<file path="config.mk">
export PLATFORM = sky130hd
export DESIGN_NAME = multicycle_cpu
export DESIGN_NICKNAME = d
export VERILOG_FILES = /design/src/rtl/multicycle_cpu_pkg.sv /design/src/rtl/multicycle_cpu_regfile.sv /design/src/rtl/multicycle_cpu.sv
export SDC_FILE = /design/constraint.sdc
export NUM_CORES = 2
export LEC_CHECK = 0
export ABC_CLOCK_PERIOD_IN_PS = 19000
export CORE_MARGIN = 4
export CORE_UTILIZATION = 58
export CTS_BUF_LIST = sky130_fd_sc_hd__clkbuf_4
export DETAILED_ROUTE_END_ITERATION = 16
export GPL_TIMING_DRIVEN = 0
export PLACE_DENSITY_LB_ADDON = 0.25
export SYNTH_ARGS = -nofsm -noshare
export SYNTH_HDL_FRONTEND = slang
export SYNTH_SLANG_ARGS = --single-unit
</file>
<file path="constraint.sdc">
create_clock -name clk_i -period 19 [get_ports clk_i]
set_input_delay 1.9 -clock clk_i [delete_from_list [all_inputs] [get_ports clk_i]]
set_output_delay 1.9 -clock clk_i [all_outputs]
set_load 0.005 [all_outputs]
</file>
<file path="src/rtl/multicycle_cpu_pkg.sv">
// rtl/multicycle_cpu_pkg.sv - encodings, state/ALU enums and instruction classifier for multicycle_cpu
package multicycle_cpu_pkg;

    localparam logic [6:0] OP_REG    = 7'b0110011;
    localparam logic [6:0] OP_IMM    = 7'b0010011;
    localparam logic [6:0] OP_LOAD   = 7'b0000011;
    localparam logic [6:0] OP_STORE  = 7'b0100011;
    localparam logic [6:0] OP_BRANCH = 7'b1100011;

    localparam logic [2:0] F3_ADD = 3'b000;
    localparam logic [2:0] F3_AND = 3'b111;
    localparam logic [2:0] F3_OR  = 3'b110;
    localparam logic [2:0] F3_W   = 3'b010;
    localparam logic [2:0] F3_BEQ = 3'b000;

    localparam logic [6:0] F7_BASE = 7'b0000000;
    localparam logic [6:0] F7_ALT  = 7'b0100000;
    localparam logic [6:0] F7_MUL  = 7'b0000001;

    typedef enum logic [2:0] {IDLE, FETCH, DECODE, EXEC, MEM, WB} state_e;
    typedef enum logic [2:0] {ALU_ADD, ALU_SUB, ALU_AND, ALU_OR, ALU_MUL} alu_op_e;
    typedef enum logic [2:0] {K_REG, K_ADDI, K_LOAD, K_STORE, K_BEQ, K_ILLEGAL} insn_kind_e;

    typedef struct packed {
        insn_kind_e kind;
        alu_op_e    op;
    } decoded_t;

    // Anything not matched exactly stays K_ILLEGAL and executes as a NOP.
    function automatic decoded_t decode(input logic [31:0] ir);
        decoded_t d;
        d.kind = K_ILLEGAL;
        d.op   = ALU_ADD;
        case (ir[6:0])
            OP_REG: begin
                case ({ir[31:25], ir[14:12]})
                    {F7_BASE, F3_ADD}: begin d.kind = K_REG; d.op = ALU_ADD; end
                    {F7_ALT,  F3_ADD}: begin d.kind = K_REG; d.op = ALU_SUB; end
                    {F7_BASE, F3_AND}: begin d.kind = K_REG; d.op = ALU_AND; end
                    {F7_BASE, F3_OR}:  begin d.kind = K_REG; d.op = ALU_OR;  end
                    {F7_MUL,  F3_ADD}: begin d.kind = K_REG; d.op = ALU_MUL; end
                    default: ;
                endcase
            end
            OP_IMM:    if (ir[14:12] == F3_ADD) d.kind = K_ADDI;
            OP_LOAD:   if (ir[14:12] == F3_W)   d.kind = K_LOAD;
            OP_STORE:  if (ir[14:12] == F3_W)   d.kind = K_STORE;
            OP_BRANCH: if (ir[14:12] == F3_BEQ) d.kind = K_BEQ;
            default: ;
        endcase
        return d;
    endfunction

endpackage

</file>
<file path="src/rtl/multicycle_cpu_regfile.sv">
// rtl/multicycle_cpu_regfile.sv - NREG x XLEN register file, two async reads, one sync write, x0 tied to zero
module multicycle_cpu_regfile #(
    parameter int XLEN = 32,
    parameter int NREG = 32
) (
    input  logic                     clk,
    input  logic                     rst_n,
    input  logic [$clog2(NREG)-1:0]  raddr1,
    input  logic [$clog2(NREG)-1:0]  raddr2,
    output logic [XLEN-1:0]          rdata1,
    output logic [XLEN-1:0]          rdata2,
    input  logic                     we,
    input  logic [$clog2(NREG)-1:0]  waddr,
    input  logic [XLEN-1:0]          wdata
);

    logic [XLEN-1:0] regs [NREG];

    always_ff @(posedge clk or negedge rst_n) begin
        if (!rst_n) begin
            for (int i = 0; i < NREG; i++) regs[i] <= '0;
        end else if (we && waddr != '0) begin
            regs[waddr] <= wdata;
        end
    end

    assign rdata1 = (raddr1 == '0) ? '0 : regs[raddr1];
    assign rdata2 = (raddr2 == '0) ? '0 : regs[raddr2];

endmodule

</file>
<file path="src/rtl/multicycle_cpu.sv">
// rtl/multicycle_cpu.sv - multi-cycle RV32-subset core with handshaked instruction and data memory ports
module multicycle_cpu
    import multicycle_cpu_pkg::*;
#(
    parameter int              XLEN     = 32,
    parameter int              NREG     = 32,
    parameter logic [XLEN-1:0] PC_RESET = '0
) (
    input  logic            clk_i,
    input  logic            rst_i,
    input  logic            start_i,
    output logic            imem_req_o,
    output logic [XLEN-1:0] imem_addr_o,
    input  logic            imem_ready_i,
    input  logic [31:0]     imem_rdata_i,
    output logic            dmem_req_o,
    output logic            dmem_we_o,
    output logic [XLEN-1:0] dmem_addr_o,
    output logic [XLEN-1:0] dmem_wdata_o,
    input  logic            dmem_ready_i,
    input  logic [XLEN-1:0] dmem_rdata_i,
    output logic            retire_o,
    output logic            illegal_o
);

    localparam int RW = $clog2(NREG);

    state_e          state, state_nxt, resume;
    logic [XLEN-1:0] pc, pc_plus4;
    logic [31:0]     ir;
    logic [XLEN-1:0] a_q, b_q, imm_q, alu_q, ld_q;
    logic [XLEN-1:0] imm, op_b, alu_out, wb_data;
    logic [XLEN-1:0] rf_rdata1, rf_rdata2;
    logic            rf_we;
    decoded_t        dec;

    assign dec      = decode(ir);
    assign pc_plus4 = pc + XLEN'(4);

    always_comb begin
        imm = {{(XLEN-12){ir[31]}}, ir[31:20]};
        case (ir[6:0])
            OP_STORE:  imm = {{(XLEN-12){ir[31]}}, ir[31:25], ir[11:7]};
            OP_BRANCH: imm = {{(XLEN-13){ir[31]}}, ir[31], ir[7], ir[30:25], ir[11:8], 1'b0};
            default: ;
        endcase
    end

    // addi/lw/sw use the immediate; beq compares the raw register pair instead.
    assign op_b = (dec.kind == K_REG) ? b_q : imm_q;

    always_comb begin
        alu_out = a_q + op_b;
        case (dec.op)
            ALU_SUB: alu_out = a_q - op_b;
            ALU_AND: alu_out = a_q & op_b;
            ALU_OR:  alu_out = a_q | op_b;
            ALU_MUL: alu_out = a_q * op_b;
            default: ;
        endcase
    end

    assign resume = start_i ? FETCH : IDLE;

    always_comb begin
        state_nxt = state;
        case (state)
            IDLE:   if (start_i) state_nxt = FETCH;
            FETCH:  if (imem_ready_i) state_nxt = DECODE;
            DECODE: state_nxt = EXEC;
            EXEC: begin
                case (dec.kind)
                    K_REG, K_ADDI:   state_nxt = WB;
                    K_LOAD, K_STORE: state_nxt = MEM;
                    default:         state_nxt = resume;
                endcase
            end
            MEM:    if (dmem_ready_i) state_nxt = (dec.kind == K_STORE) ? resume : WB;
            WB:     state_nxt = resume;
            default: state_nxt = IDLE;
        endcase
    end

    always_ff @(posedge clk_i or negedge rst_i) begin
        if (!rst_i) begin
            state <= IDLE;
            pc    <= PC_RESET;
            ir    <= '0;
            a_q   <= '0;
            b_q   <= '0;
            imm_q <= '0;
            alu_q <= '0;
            ld_q  <= '0;
        end else begin
            state <= state_nxt;
            case (state)
                FETCH: if (imem_ready_i) ir <= imem_rdata_i;
                DECODE: begin
                    a_q   <= rf_rdata1;
                    b_q   <= rf_rdata2;
                    imm_q <= imm;
                end
                EXEC: begin
                    alu_q <= alu_out;
                    if (dec.kind == K_BEQ)
                        pc <= (a_q == b_q) ? pc + imm_q : pc_plus4;
                    else if (dec.kind == K_ILLEGAL)
                        pc <= pc_plus4;
                end
                MEM: begin
                    if (dmem_ready_i) begin
                        ld_q <= dmem_rdata_i;
                        if (dec.kind == K_STORE) pc <= pc_plus4;
                    end
                end
                WB: pc <= pc_plus4;
                default: ;
            endcase
        end
    end

    assign rf_we   = (state == WB);
    assign wb_data = (dec.kind == K_LOAD) ? ld_q : alu_q;

    multicycle_cpu_regfile #(.XLEN(XLEN), .NREG(NREG)) u_regfile (
        .clk    (clk_i),
        .rst_n  (rst_i),
        .raddr1 (ir[15 +: RW]),
        .raddr2 (ir[20 +: RW]),
        .rdata1 (rf_rdata1),
        .rdata2 (rf_rdata2),
        .we     (rf_we),
        .waddr  (ir[7 +: RW]),
        .wdata  (wb_data)
    );

    // Request buses come straight from registers, so they hold still across wait states.
    assign imem_req_o   = (state == FETCH);
    assign imem_addr_o  = pc;
    assign dmem_req_o   = (state == MEM);
    assign dmem_we_o    = dmem_req_o && (dec.kind == K_STORE);
    assign dmem_addr_o  = alu_q;
    assign dmem_wdata_o = b_q;

    assign retire_o  = (state == WB)
                    || (state == EXEC && dec.kind == K_BEQ)
                    || (state == MEM && dmem_ready_i && dec.kind == K_STORE);
    assign illegal_o = (state == EXEC) && (dec.kind == K_ILLEGAL);

endmodule

</file>
Yosys cells after proc, flatten, opt, wreduce, memory -nomap -nowiden

Cells that the tools add are included.

Flip-flop bits (word level): 1232
Input port bits: 69
Output and inout port bits: 101
Logic and storage cells: 142

Add/subtract/negate cells: 4
Multipliers: 1
Magnitude comparators: 4
Equal/unequal tests: 30
Multiplexer cells: 35
Bitwise gates (word level): 5
Reduce and logical (&&, ||, !) cells: 23

Operators with widths:

| kind                                                  | count |
|---|---|
| bitwise mux 1024 bit                                  | 1 |
| 2-to-1 mux 32 bit                                     | 14 |
| binary-select mux 32 bit (select 5 bit)               | 2 |
| demux 32 bit (select 5 bit)                           | 1 |
| one-hot mux 32 bit (4 select lines)                   | 1 |
| one-hot mux 32 bit (3 select lines)                   | 1 |
| adder 32 bit                                          | 2 |
| adder 32 x 3 -> 32 bit (second input constant)        | 1 |
| bitwise AND 32 bit                                    | 1 |
| equality test 32 bit                                  | 1 |
| multiplier 32 x 32 -> 32 bit                          | 1 |
| OR 32 bit                                             | 1 |
| subtractor 32 bit                                     | 1 |
| one-hot mux 6 bit (5 select lines)                    | 1 |
| 2-to-1 mux 3 bit                                      | 8 |
| one-hot mux 12 bit (2 select lines)                   | 1 |
| equality test 3 x 2 -> 1 bit (second input constant)  | 7 |
| equality test 10 x 3 -> 1 bit (second input constant) | 2 |
| >= comparator 6 bit (second input constant)           | 3 |
| NOT 5 -> 6 bit                                        | 3 |
| one-hot mux 3 bit (6 select lines)                    | 1 |
| equality test 3 bit (second input constant)           | 5 |
| one-hot mux 3 bit (5 select lines)                    | 1 |
| equality test 7 x 6 -> 1 bit (second input constant)  | 2 |
| 23 further kinds                                      | 40 |

Depth between registers and ports, before layout

Word-level depth: 7
Depth in mapped cells: 37
Gate-level depth less buffers: 33

Modules after synthesis

Synthesis repeated with hierarchy kept, for this count alone.

Cells, all modules: 6799
Area, all modules: 84140.7 sq um

Modules (own cells, without submodules):

| module                 | times used | cells an instance | area an instance (sq um) | seq. area each (sq um) |
|---|---|---|---|---|
| multicycle_cpu_regfile | 1          | 3487              | 53980.5                  | 25624.6 |
| multicycle_cpu         | 1          | 3312              | 30160.2                  | 5205.0 |

Worst setup path before layout

No wires, ideal clock.

Path kind: reg-to-reg
From: register ir[30]
To: register alu_q[31], in the netlist dmem_addr_o[31]
Setup time: 94 ps
Arrival time: 8687 ps
Data required time: 18906 ps
Slack: 10219 ps
Cell stages (with the launch flop): 36
Buffers on the path: 5
Period minus slack after synthesis: 8781 ps
Path through: dfrtp_1 > clkbuf_1 > a2111o_1 > o21a_1 > nor2_1 > buf_2 > clkbuf_1 > buf_1 > nand2_1 > nand2_1 > clkbuf_1 > nand2_1 > fa_1 > inv_1 > fa_1 > inv_1 > fa_1 > inv_1 > fa_1 > inv_1 > fa_1 > fa_1 > fa_1 > fa_1 > xor2_1 > xnor2_1 > xnor2_1 > xnor2_1 > xnor2_1 > xnor2_1 > xnor3_1 > xnor3_1 > xnor3_1 > xnor2_1 > nand2_1 > a221oi_2

Word-level cells in the longest chain between the ends: 7
Elaborated cells between the ends (all ways): 20
Classes of those cells: add/sub (2); mul (1); eq/ne (8); mux (5); bitwise (2); reduce/logical (2)

Ends and longest elaborated chain:

| element                                               | RTL line                 | text |
|---|---|---|
| start, declared                                       | multicycle_cpu.sv:30     | `logic [31:0] ir;` |
| start signal, assigned                                | multicycle_cpu.sv:97     | `FETCH: if (imem_ready_i) ir <= imem_rdata_i;` |
| equality test 10 x 4 -> 1 bit (tied with other cells) | multicycle_cpu_pkg.sv:36 | `case ({ir[31:25], ir[14:12]})` |
| one-hot mux 6 bit (5 select lines) *                  | multicycle_cpu_pkg.sv:36 |  |
| one-hot mux 3 bit (5 select lines)                    | multicycle_cpu_pkg.sv:34 | `case (ir[6:0])` |
| zero test 3 bit                                       | multicycle_cpu.sv:50     | `assign op_b = (dec.kind == K_REG) ? b_q : imm_q;` |
| 2-to-1 mux 32 bit                                     | multicycle_cpu.sv:50     |  |
| multiplier 32 x 32 -> 32 bit (tied with other cells)  | multicycle_cpu.sv:58     | `ALU_MUL: alu_out = a_q * op_b;` |
| one-hot mux 32 bit (4 select lines) *                 | multicycle_cpu.sv:54     | `case (dec.op)` |
| end signal, assigned                                  | multicycle_cpu.sv:104    | `alu_q <= alu_out;` |
| end, declared                                         | multicycle_cpu.sv:31     | `logic [XLEN-1:0] a_q, b_q, imm_q, alu_q, ld_q;` |

Mark *: on every way between the ends. The rest lies on a longest branch, timed or not.
A chain may end at the register's enable or synchronous reset.

Worst setup path after layout

From: register ir[13]
To: register alu_q[31], in the netlist dmem_addr_o[31]

Word-level cells in the longest chain between the ends: 7
Elaborated cells between the ends (all ways): 26
Classes of those cells: add/sub (2); mul (1); eq/ne (9); mux (9); bitwise (2); reduce/logical (3)

Ends and longest elaborated chain:

| element                                                    | RTL line |
|---|---|
| equality test 10 x 4 -> 1 bit (tied with other cells)      | multicycle_cpu_pkg.sv:36 |
| one-hot mux 6 bit (5 select lines) (tied with other cells) | multicycle_cpu_pkg.sv:36 |
| one-hot mux 3 bit (5 select lines)                         | multicycle_cpu_pkg.sv:34 |
| zero test 3 bit                                            | multicycle_cpu.sv:50 |
| 2-to-1 mux 32 bit                                          | multicycle_cpu.sv:50 |
| multiplier 32 x 32 -> 32 bit (tied with other cells)       | multicycle_cpu.sv:58 |
| one-hot mux 32 bit (4 select lines) *                      | multicycle_cpu.sv:54 |

Marks and branches as above.

==> reports/metrics.cfg <==
[synthesis]
synth_flop_cell=dfrtp_1
synth-seq-cells=1232
async_reset_ff_share_pct=100.0
synth-warning-count=0
synth_cell_type_count=87
postSynthCellCount=8265
synth_edf_count=0
synth.avg_cell_area_um2=9.951
ys_seq_area_share_pct=37.49
syn-cell-area_um2=82240
syn-num-nets=8933

[floorplan]
placementRows=137
die-area_um2=147900
coreArea_um2=140200
dieHeight_um=384.6
start_util_pct=58.65
io_pins=170
fp.dieW_um=384.6

[worst_setup_path]
crit_path_max_incr_delay_ns=0.61
startpoint_type=register
worstPathArrival_ns=12.79
crit_required_ns=20.19
cpMostUsedCell=fa_1
crit_path_top_delay_cell=clkbuf_1
end_kind=register
critPathKind=register to register
crit_fanout=10

[layout]
multiInputGateArea_um2=47320
num-fill-cells=11760
ff_latch_area_um2=30830
final_area_um2=91100
syn_to_final_growth_pct=10.78
drive_gt1_share_pct=13.15
nNetsFinal=9482

[flow_run]
drv_cap=13

[detailed_routing]
dr.pass1.iters=8
drt_iter0_markers=11760
drc=0
via_per_inst=6.977
postRouteAntennaNets=0
vias=76440
post_drt_wl_per_cell_um=35.31
routed_wl_um=386900

[sta]
fin_crit_ns=11.60
setup_tns_ns=0
timing.final.crit_share_pct=61.05
hold_viol=0
setup_viol=0
rsz0062_at_grt=no
worstMarginPinSlew_ns=1.683
max_freq_mhz=86.21
clock_skew_ns=0.1988
relSlewSlack_pct=-12.17
drv_slew=111

[clock_network]
postCtsSetupRepairBufs=0
cts.sinks=1232
cts_hold_buf=0
cts-buffers-inserted=344
cts-root-buf=clkbuf_4
cts_tree=done
h-tree-depth=5
clk_latency_ns=1.45
cts_resized=0
clkTransAtPathRegs_ns=0.07
clockBufferDepth=4

[grt]
grt_max_degree=186
grt_pass1_wl_um=543600
grt_pass1_vias=74690
antenna_found_initial=29
grt_overflow=0
grtUsageTotal_pct=52.37

[place]
portBuffers=169
hpwlAfterDp_um=290000
placed_cell_area_um2=86840
routabilityCongestion=1.130

[run_status]
status=finished with violations
violations=max-capacitance violations, max-slew violations

[pwr]
power.density_nw_per_um2=190.9
p_leak_uw=0.04065
ir_worst_vdd_mv=0.3615

[worst_hold_path]
min_path_type=register to register

==> final cells by class <==
class                           instances  area share [%]
Tap cell                             1876           2.576
Antenna cell                           49          0.1346
Sequential cell                      1232           33.84
Multi-Input combinational cell       5910           51.94
Clock inverter                         82          0.4257
Inverter                              402           1.656
Clock buffer                          481           3.964
Timing Repair Buffer                  203           2.430
Buffer                                721           3.034
==> worst max-delay path, delay by kind of cell (launching register included) <==
family / cells / cell delay, ns
AO/OA/AOI/OAI: 2 / 0.62
XOR/XNOR: 10 / 2.60
adder cells (fa/ha/maj): 8 / 3.88
buffers and inverters: 9 / 2.64
flip-flops: 1 / 0.32
AND/OR/NAND/NOR: 6 / 1.37
==> cells in the final DEF (no fill, tap or decap), drive strengths merged, types with 12 or more instances in the layout <==
cell              n
a31oi            32
clkbuf         1128
buf             109
clkinv           71
clkdlybuf4s50   168
mux2            170
nor4             21
nor2b           130
fa              410
a22o             33
xnor2           115
nand4            19
a211oi           20
and3             15
maj3             18
inv             410
diode            49
mux2i           303
nand2           853
nor2            774
nor3             67
o21ai           672
mux4            381
xor2             61
ha              189
nand3            48
dfrtp          1232
a221oi           28
nand2b           34
o211ai           17
a21o             41
o21bai           12
a21oi           920
o221ai           83
o22ai           113
o21a             14
a22oi            12
and2            192
==> routing by layer <==
layer	up-vias	GRT usage (%)	routed length, µm	part of all wire [%]
met3	1914	24.30	60470	16
met2	6583	71.64	157400	41
met4	8	44.33	40470	10
met1	37850	62.35	128500	33
met5	-	0.03307	61	0.016
li1	30080	-	-	-
==> cells in the mapped netlist (8+ instances only) <==
cell      number  area (µm²)
mux2i_1      303        3033
nand4_1       19       118.9
nor4_1        20       125.1
a211oi_1      20       150.1
xnor2_1      115        1007
o21a_1        14       105.1
o31ai_1       10       75.07
fa_1         410        8208
mux4_2       381        8581
o221ai_1      83       727.0
buf_2          8       40.04
o22ai_1      113       706.9
maj3_1        18       180.2
dfrtp_1     1232       30830
and3_1        15       93.84
a221oi_1      27       236.5
xor2_1        61       534.3
a31oi_1       32       200.2
o211ai_1      16       120.1
nand3b_1      11       82.58
nand2b_1      34       212.7
o21ai_0      669        3348
a21oi_1      918        4594
nor2b_1      130       813.3
nor3b_1        9       67.56
buf_1         68       255.2
nand2_1      852        3198
or3_1         10       62.56
and2_1       192        1201
a22oi_1       12       90.09
nor2_1       774        2905
a22o_1        33       289.0
nor3_1        65       325.3
mux2_2       169        1903
clkbuf_1     643        2414
a21o_1        41       307.8
inv_1        402        1509
nand3_1       47       235.2
ha_1         189        2365
o21bai_1      12       90.09
==> sequential cells by signal, summed over array words and instances, names as in the netlist <==
name,cells
a_q,32
dmem_wdata_o,32
imm_q,13
ld_q,32
imem_addr_o,32
state,3
dmem_addr_o,32
u_regfile.regs,1024
ir,32
==> path summary, 6_finish.rpt <==
path                        start  depth (start not counted)             endpoint  slack (ns)
max                        ir[13]                         35      dmem_addr_o[31]        7.40
min                        ir[28]                          2             imm_q[8]        0.46
max reg2reg                ir[13]                         35      dmem_addr_o[31]        7.40
min reg2reg                ir[28]                          2             imm_q[8]        0.46
max in group asynchronous   rst_i                          3  u_regfile.regs[212]       16.06
min in group asynchronous   rst_i                          1      imem_addr_o[16]        0.58
==> where the power goes <==
part | total [µW] | internal, µW | switching (µW) | leakage [µW]
combinational | 11900 | 3840 | 8040 | 0.0213
clock | 2410 | 1190 | 1220 | 0.00242
sequential | 3110 | 2780 | 327 | 0.0170
total | 17400 | 7800 | 9590 | 0.0406
==> through the flow <==
stage	setup WS (ns)	instances	hold WS, ns	util (%)	power, µW
finish	7.401	10960	0.4615	64.97	17390
global route	7.106	10910	0.4693	64.90	17880
CTS	7.764	10900	0.4332	64.78	16700
detailed placement	7.898	10340	0.4669	61.93	14320
global placement	-39.81	10310	0.4569	61.53	14110
floorplan	10.22	8265	0.4451	-	9540
==> cell families (layout without fill, tap and decap cells) <==
| family | after synthesis | after routing | share of synthesized area (%) |
|---|---|---|---|
| adder cells (fa/ha/maj) | 617 | 617 | 13.07 |
| multiplexers | 854 | 854 | 16.45 |
| AND/OR/NAND/NOR | 2210 | 2210 | 11.84 |
| buffers and inverters | 1123 | 1889 | 5.156 |
| XOR/XNOR | 181 | 181 | 2.011 |
| flip-flops | 1232 | 1232 | 37.49 |
| other | 0 | 49 | 0 |
| AO/OA/AOI/OAI | 2048 | 2048 | 13.97 |
No activity file was read; power rests on OpenSTA's default activity.
